$ cat src/rtl/uart_tx.sv
// ---------------------------------------------------------------------------
// uart_tx : 8N1 UART transmitter with a one-byte holding register.
//
// Build option:
//   UART_TX_PARITY_EN  when defined, an even-parity bit is sent after the 8
//                      data bits (11-bit frame); otherwise the frame is
//                      1 start + 8 data + 1 stop (10 bits).
//
// Parameters:
//   CNT_BAUD_MAX  last value of the baud counter; one bit lasts
//                 CNT_BAUD_MAX+1 sclk cycles.
//
// Ports:
//   sclk      in   system clock, rising edge
//   rst_n     in   asynchronous active-low reset
//   pi_data   in   byte to transmit, sampled when accepted
//   pi_flag   in   one-cycle transmit request
//   pi_ready  out  holding register empty, a byte can be accepted
//   tx        out  serial line, idles high, registered
//   tx_busy   out  high whenever the FSM is not idle
//   tx_done   out  one-cycle pulse at the end of each stop bit
// ---------------------------------------------------------------------------
module uart_tx #(
  parameter int unsigned CNT_BAUD_MAX = 867
) (
  input  logic       sclk,
  input  logic       rst_n,
  input  logic [7:0] pi_data,
  input  logic       pi_flag,
  output logic       pi_ready,
  output logic       tx,
  output logic       tx_busy,
  output logic       tx_done
);

  localparam logic [12:0] LP_BAUD_MAX = 13'(CNT_BAUD_MAX);

  typedef enum logic [2:0] {
    IDLE,
    START,
    DATA,
`ifdef UART_TX_PARITY_EN
    PARITY,
`endif
    STOP
  } state_t;

  state_t      r_state,      w_state;
  logic [12:0] r_baud_cnt,   w_baud_cnt;
  logic [2:0]  r_bit_cnt,    w_bit_cnt;
  logic [7:0]  r_hold_data,  w_hold_data;
  logic        r_hold_valid, w_hold_valid;
  logic [7:0]  r_shift,      w_shift;
  logic        r_tx,         w_tx;
  logic        r_done,       w_done;
  logic        w_bit_end;
  logic        w_load;
`ifdef UART_TX_PARITY_EN
  logic        r_parity,     w_parity;
`endif

  always_ff @(posedge sclk or negedge rst_n) begin
    if (!rst_n) begin
      r_state      <= IDLE;
      r_baud_cnt   <= '0;
      r_bit_cnt    <= '0;
      r_hold_data  <= '0;
      r_hold_valid <= 1'b0;
      r_shift      <= '0;
      r_tx         <= 1'b1;
      r_done       <= 1'b0;
`ifdef UART_TX_PARITY_EN
      r_parity     <= 1'b0;
`endif
    end else begin
      r_state      <= w_state;
      r_baud_cnt   <= w_baud_cnt;
      r_bit_cnt    <= w_bit_cnt;
      r_hold_data  <= w_hold_data;
      r_hold_valid <= w_hold_valid;
      r_shift      <= w_shift;
      r_tx         <= w_tx;
      r_done       <= w_done;
`ifdef UART_TX_PARITY_EN
      r_parity     <= w_parity;
`endif
    end
  end

  always_comb begin
    w_state      = r_state;
    w_bit_cnt    = r_bit_cnt;
    w_hold_data  = r_hold_data;
    w_hold_valid = r_hold_valid;
    w_shift      = r_shift;
    w_tx         = r_tx;
    w_done       = 1'b0;
    w_load       = 1'b0;
`ifdef UART_TX_PARITY_EN
    w_parity     = r_parity;
`endif

    w_bit_end = (r_baud_cnt == LP_BAUD_MAX);

    if (r_state == IDLE) begin
      w_baud_cnt = '0;
    end else if (w_bit_end) begin
      w_baud_cnt = '0;
    end else begin
      w_baud_cnt = r_baud_cnt + 13'd1;
    end

    // Acceptance and consumption are mutually exclusive: accept needs the
    // holding register empty, consumption needs it full.
    if (pi_flag && !r_hold_valid) begin
      w_hold_valid = 1'b1;
      w_hold_data  = pi_data;
    end

    case (r_state)
      IDLE: begin
        if (r_hold_valid) begin
          w_load = 1'b1;
        end
      end
      START: begin
        if (w_bit_end) begin
          w_state   = DATA;
          w_bit_cnt = '0;
          w_tx      = r_shift[0];
        end
      end
      DATA: begin
        if (w_bit_end) begin
          if (r_bit_cnt == 3'd7) begin
`ifdef UART_TX_PARITY_EN
            w_state = PARITY;
            w_tx    = r_parity;
`else
            w_state = STOP;
            w_tx    = 1'b1;
`endif
          end else begin
            // Shift first so the next bit to send is always at [0].
            w_bit_cnt = r_bit_cnt + 3'd1;
            w_shift   = r_shift >> 1;
            w_tx      = r_shift[1];
          end
        end
      end
`ifdef UART_TX_PARITY_EN
      PARITY: begin
        if (w_bit_end) begin
          w_state = STOP;
          w_tx    = 1'b1;
        end
      end
`endif
      STOP: begin
        if (w_bit_end) begin
          w_done = 1'b1;
          if (r_hold_valid) begin
            w_load = 1'b1;
          end else begin
            w_state = IDLE;
          end
        end
      end
      default: begin
        w_state = IDLE;
        w_tx    = 1'b1;
      end
    endcase

    // Entering START: move holding byte into the shifter and free the slot.
    if (w_load) begin
      w_state      = START;
      w_shift      = r_hold_data;
      w_hold_valid = 1'b0;
      w_tx         = 1'b0;
`ifdef UART_TX_PARITY_EN
      w_parity     = ^r_hold_data;
`endif
    end
  end

  assign pi_ready = ~r_hold_valid;
  assign tx       = r_tx;
  assign tx_busy  = (r_state != IDLE);
  assign tx_done  = r_done;

endmodule

$ cat config.mk
export PLATFORM = sky130hd
export DESIGN_NAME = uart_tx
export DESIGN_NICKNAME = d
export VERILOG_FILES = /design/src/rtl/uart_tx.sv
export SDC_FILE = /design/constraint.sdc
export NUM_CORES = 1
export LEC_CHECK = 0
export ABC_CLOCK_PERIOD_IN_PS = 2000
export CAP_MARGIN = 20
export CORE_MARGIN = 4
export CORE_UTILIZATION = 45
export CTS_BUF_LIST = sky130_fd_sc_hd__clkbuf_16
export DETAILED_ROUTE_END_ITERATION = 7
export SLEW_MARGIN = 20
export SYNTH_ARGS = -nofsm -noshare
export SYNTH_HDL_FRONTEND = slang
export SYNTH_SLANG_ARGS = --single-unit
$ cat constraint.sdc
create_clock -name sclk -period 2 [get_ports sclk]
set_input_delay 0.4 -clock sclk [delete_from_list [all_inputs] [get_ports sclk]]
set_output_delay 0.4 -clock sclk [all_outputs]
set_load 0.005 [all_outputs]
## After elaboration in Yosys (flattened, before gate mapping)

Index checks and enable logic that the tools add are counted.

| word-level totals | value |
|---|---|
| bits in registers | 38 |
| latch bits | 0 |
| RAM bits | 0 |
| memory bits (read-only) | 0 |
| output and inout port bits | 4 |
| logic and storage cells | 69 |
| memories kept | 0 |

| cells by class | value |
|---|---|
| $add $sub $neg | 2 |
| multiply operators | 0 |
| div/mod/pow operators | 0 |
| magnitude comparators | 0 |
| equal/unequal tests | 16 |
| shift-type cells | 0 |
| multiplexer cells | 29 |
| bitwise operators | 1 |
| reduce and logical (&&, ||, !) cells | 13 |

Operator list:

| cell | count |
|---|---|
| two-way mux 8 bit | 4 |
| two-way mux 3 bit | 9 |
| two-way mux 13 bit | 2 |
| != test 3 bit (second input constant) | 5 |
| adder 13 x 1 -> 13 bit (second input constant) | 1 |
| equality test 13 x 10 -> 1 bit (second input constant) | 1 |
| one-hot mux 3 bit (4 select lines) | 1 |
| two-way mux 1 bit | 10 |
| != test 2 bit (second input constant) | 5 |
| nonzero test 2 bit | 4 |
| equality test 3 x 2 -> 1 bit (second input constant) | 2 |
| one-hot mux 3 bit (2 select lines) | 1 |
| AND reduction 3 bit | 2 |
| AND reduction 6 bit | 1 |
| AND reduction 4 bit | 1 |
| adder 3 x 1 -> 3 bit (second input constant) | 1 |
| equality test 3 x 1 -> 1 bit (second input constant) | 1 |
| equality test 3 bit (second input constant) | 1 |
| logical NOT 3 bit | 1 |
| one-hot mux 1 bit (3 select lines) | 1 |
| nonzero test 3 bit | 1 |
| != test 2 x 1 -> 1 bit (second input constant) | 1 |
| one-hot mux 1 bit (2 select lines) | 1 |
| OR reduction 2 bit | 1 |
| other kinds (3) | 3 |

## Longest topological paths before layout

| logic depth | value |
|---|---|
| word-level depth | 5 |
| mapped depth | 8 |
| depth with buffers taken out | 7 |

## Worst setup path before layout

No wires, ideal clock.

| timing | value |
|---|---|
| kind | reg2reg |
| start point | register r_baud_cnt[0] |
| end point | register r_shift[1] |
| data arrival time | 1,675 ps |
| required time | 1,874 ps |
| path slack | 198 ps |
| cell stages (with the launch flop) | 8 |
| buffers on the path | 1 |
| period minus slack after synthesis | 1,802 ps |
| path through | dfrtp_1 ha_1 nor4b_4 nand3_2 or3_1 buf_6 mux2i_1 o21ai_1 |

| between the ends | value |
|---|---|
| word-level cells in the longest chain between the ends | 5 |
| elaborated cells on any way between the ends | 8 |

Ends and longest elaborated chain:

| item | RTL line | text |
|---|---|---|
| from (decl) | 49 | `logic [12:0] r_baud_cnt, w_baud_cnt;` |
| from (signal assigned) | 77 | `r_baud_cnt <= w_baud_cnt;` |
| equality test 13 x 10 -> 1 bit (*) | 103 | `w_bit_end = (r_baud_cnt == LP_BAUD_MAX);` |
| two-way mux 1 bit | 160 | `if (w_bit_end) begin` |
| one-hot mux 1 bit (2 select lines) | 120 | `case (r_state)` |
| != test 2 bit (no source line) or nonzero test 2 bit (tied branches) | n/a |  |
| AND reduction 3 bit (no source line) | n/a |  |
| to (signal assigned) | 81 | `r_shift <= w_shift;` |
| to (decl) | 53 | `logic [7:0] r_shift, w_shift;` |

Every way passes the cells marked *; elsewhere a longest branch is shown, timed or not.
A chain may end at the register's enable or synchronous reset.

## Worst setup path after layout

| timing | value |
|---|---|
| start point | register r_state[1] |
| end point | output port tx_busy |

| between the ends | value |
|---|---|
| word-level cells in the longest chain between the ends | 1 |

Ends and longest elaborated chain:

| item | RTL line | text |
|---|---|---|
| from (decl) | 48 | `state_t r_state, w_state;` |
| from (signal assigned) | 76 | `r_state <= w_state;` |
| nonzero test 3 bit | 189 | `assign tx_busy = (r_state != IDLE);` |
| to (decl) | 32 | `output logic tx_busy,` |

No other way between the ends.

==> metrics <==
outcome finished, final reports clean; global-route wire length before repair about 6.1 mm; Worst slew margin 69.2%; sequential fraction of the synthesis area ~51%; Ports 15; Critical Path Fanout Max 4; total track usage ~15%; CTS Buf Count 5; max_cap viols 0; H-tree Lvls 2; Die X a little over 70 µm; Initial DRC Count between 40 and 50; Yosys top cell area share 49.5%; fin crit share between 90% and 100%; post-DR wirelength/cell about 14 µm; Crit Path Class reg -> out; Multi-input gate area approximately 850 µm²; crit path DAT 1.56 ns; most common cell in the synthesized netlist dfrtp_1; Fin Clk Skew about 0.0024 ns; Required @ worst endpoint 1.60 ns; min cycle time layout slightly below 2 ns; initial core utilization 48.2%; Avg Cell Area, Syn roughly 11 µm²; DP HPWL approximately 2.5 mm; largest net degree at the start of global routing 38; Cell Chain, Critical Path inv_1 -> ha_1 -> inv_2 -> clkdlybuf4s50_1; Vias 1305; R2R setup slack around 0.13 ns; hold path startpoint r_hold_data[4]; post-DR vias/cell between 5 and 6; total of warnings raised by yosys 0; insertion delay to the later sink of the worst-skew pair 0.28 ns; filler cell count approximately 310; Hold Path Class reg -> reg; synth unique cells 37; Die Y 71.6 µm; clock root cell clkbuf_16; area of the die between 0.005 and 0.006 mm²; P&R area growth vs syn 22.8%; largest cells by area after synthesis dfrtp_1 (50%), mux2_2 (5.6%), ha_1 (4.8%); Critical Path Sink Type output port; register area roughly 930 µm²; row count 22; Post-Place Cell Area 0.00208 mm²; PD cells ~1300 mW/mm²; post-synthesis register bit count 37; endpoints failing setup 0; Post-DRT Antenna Nets 0; vias in the first global route approximately 1400; nets 216; final worst slack around 0.040 ns; CTS tree built; fraction of registers with async set or reset after synthesis 100%; Post-synth top cells dfrtp_1 (36), nor2_1 (21), nand2_1 (17), mux2_2 (9); Most used DFF post-synth dfrtp_1; final hold viol count 0; EDFF count, synth 0; initial antenna violation count 0; Max Freq 510 MHz; hold_buf cts 0; CTS Sinks 37; setup tns final 0 ns; post-route cell area 0.00223 mm²; DRC Markers 0; antenna diode count 0; CTS Buffer Depth 2; Worst-Margin Slew about 0.46 ns; element type at the critical path start register; slowest stage delay, CP roughly 0.5 ns; Synthesized Nets about 190; Post-Syn Area 0.00182 mm²; final wirelength roughly 3.4 mm; Final Max Slew Viols 0; port bufs 14; Slowest-stage cell, CP clkdlybuf4s50_1; Synth area leader dfrtp_1; leakage about 1.0 nW; setup slack at placement between 0.02 and 0.025 ns; GRT overflow 0; launching point of the worst reg2reg path r_baud_cnt[0]; share of layout cells above drive strength 1 roughly 19%; clock input transition at the sequential cells of the worst setup and hold paths approximately 0.050 ns; post-synthesis instance total between 150 and 200; Max VDD drop around 0.68 mV; crit path launch r_state[1]; core area 0.00377 mm²; drt pass-1 iters 4; GPL Wtd Cong a little over 0.8
==> flip-flops by register name, summed over array words and instances (netlist names) <==
register,count
r_hold_valid,1
r_bit_cnt,3
tx_done,1
r_shift,8
tx,1
r_state,2
r_baud_cnt,13
r_hold_data,8
==> metrics by stage <==
stage	std cells	util, %	power (W)	hold slack (ns)
floorplan	170	-	0.00181	0.104
global placement	238	55.2	0.00209	0.464
detailed placement	238	55.2	0.00214	0.474
CTS	246	58.9	0.00289	0.487
global route	247	59.3	0.00312	0.507
finish	247	59.3	0.00289	0.480
==> timing repair <==
action / 4_1_cts / 5_1_grt
endpoints found under the setup margin: 1 / 10
buffers inserted: 0 / 1
resized for setup: 1 / 2
==> where the power goes <==
group | switching (W) | total (W) | internal, W
Sequential | 0.000167 | 0.00116 | 0.000992
Clock | 0.000278 | 0.000729 | 0.000451
Combinational | 0.000501 | 0.00100 | 0.000499
Total | 0.000946 | 0.00289 | 0.00194
==> cell families after synthesis <==
family	after synthesis	share of synthesized area, %
mux	16	9.42
compound gates	25	8.25
fa+ha+maj	7	4.81
buf+inv	10	2.54
xor+xnor	11	5.30
simple gates	64	18.7
flops	37	51.0
==> worst max-delay path, delay by kind of cell (launching register included) <==
kind | cells | cell delay, ns
buffers and inverters | 3 | 0.68
DFF | 1 | 0.40
adders and majority gates | 1 | 0.21
==> routing by layer <==
layer / part of all wire (%) / vias up / track usage (%) / wire length, µm
met5: 0 / - / 0 / 0
met4: 1.2 / 0 / 4.38 / 41
met3: 4.1 / 6 / 4.77 / 140
met2: 48 / 21 / 24.0 / 1640
met1: 46 / 634 / 19.2 / 1580
li1: - / 644 / - / -
==> final timing paths <==
check / to / cells past startpoint
max in group asynchronous: tx / 2
min in group asynchronous: r_bit_cnt[0] / 2
min reg2reg: r_shift[4] / 2
max: tx_busy / 4
max reg2reg: r_state[0] / 8
min: r_shift[4] / 2
==> placed cells by master (no fill, tap or decap), drive strengths merged, types with 7 or more instances in the layout <==
cell type | Yosys | layout
dfrtp | 36 | 36
nor2 | 22 | 22
nand2 | 17 | 17
o21ai | 15 | 15
clkdlybuf4s50 | 0 | 14
buf | 2 | 11
mux2 | 9 | 9
nand3 | 9 | 9
mux2i | 7 | 7
ha | 7 | 7
inv | 6 | 7
==> layout make-up <==
type | instances | share of cell area, %
clock buffer | 5 | 5.60
clock inverter | 3 | 0.616
multi-input combinational | 123 | 38.1
tap | 48 | 2.69
timing repair buffer | 25 | 10.5
sequential | 37 | 41.5
inverter | 6 | 1.01
Power figures use the tool's default switching activity.
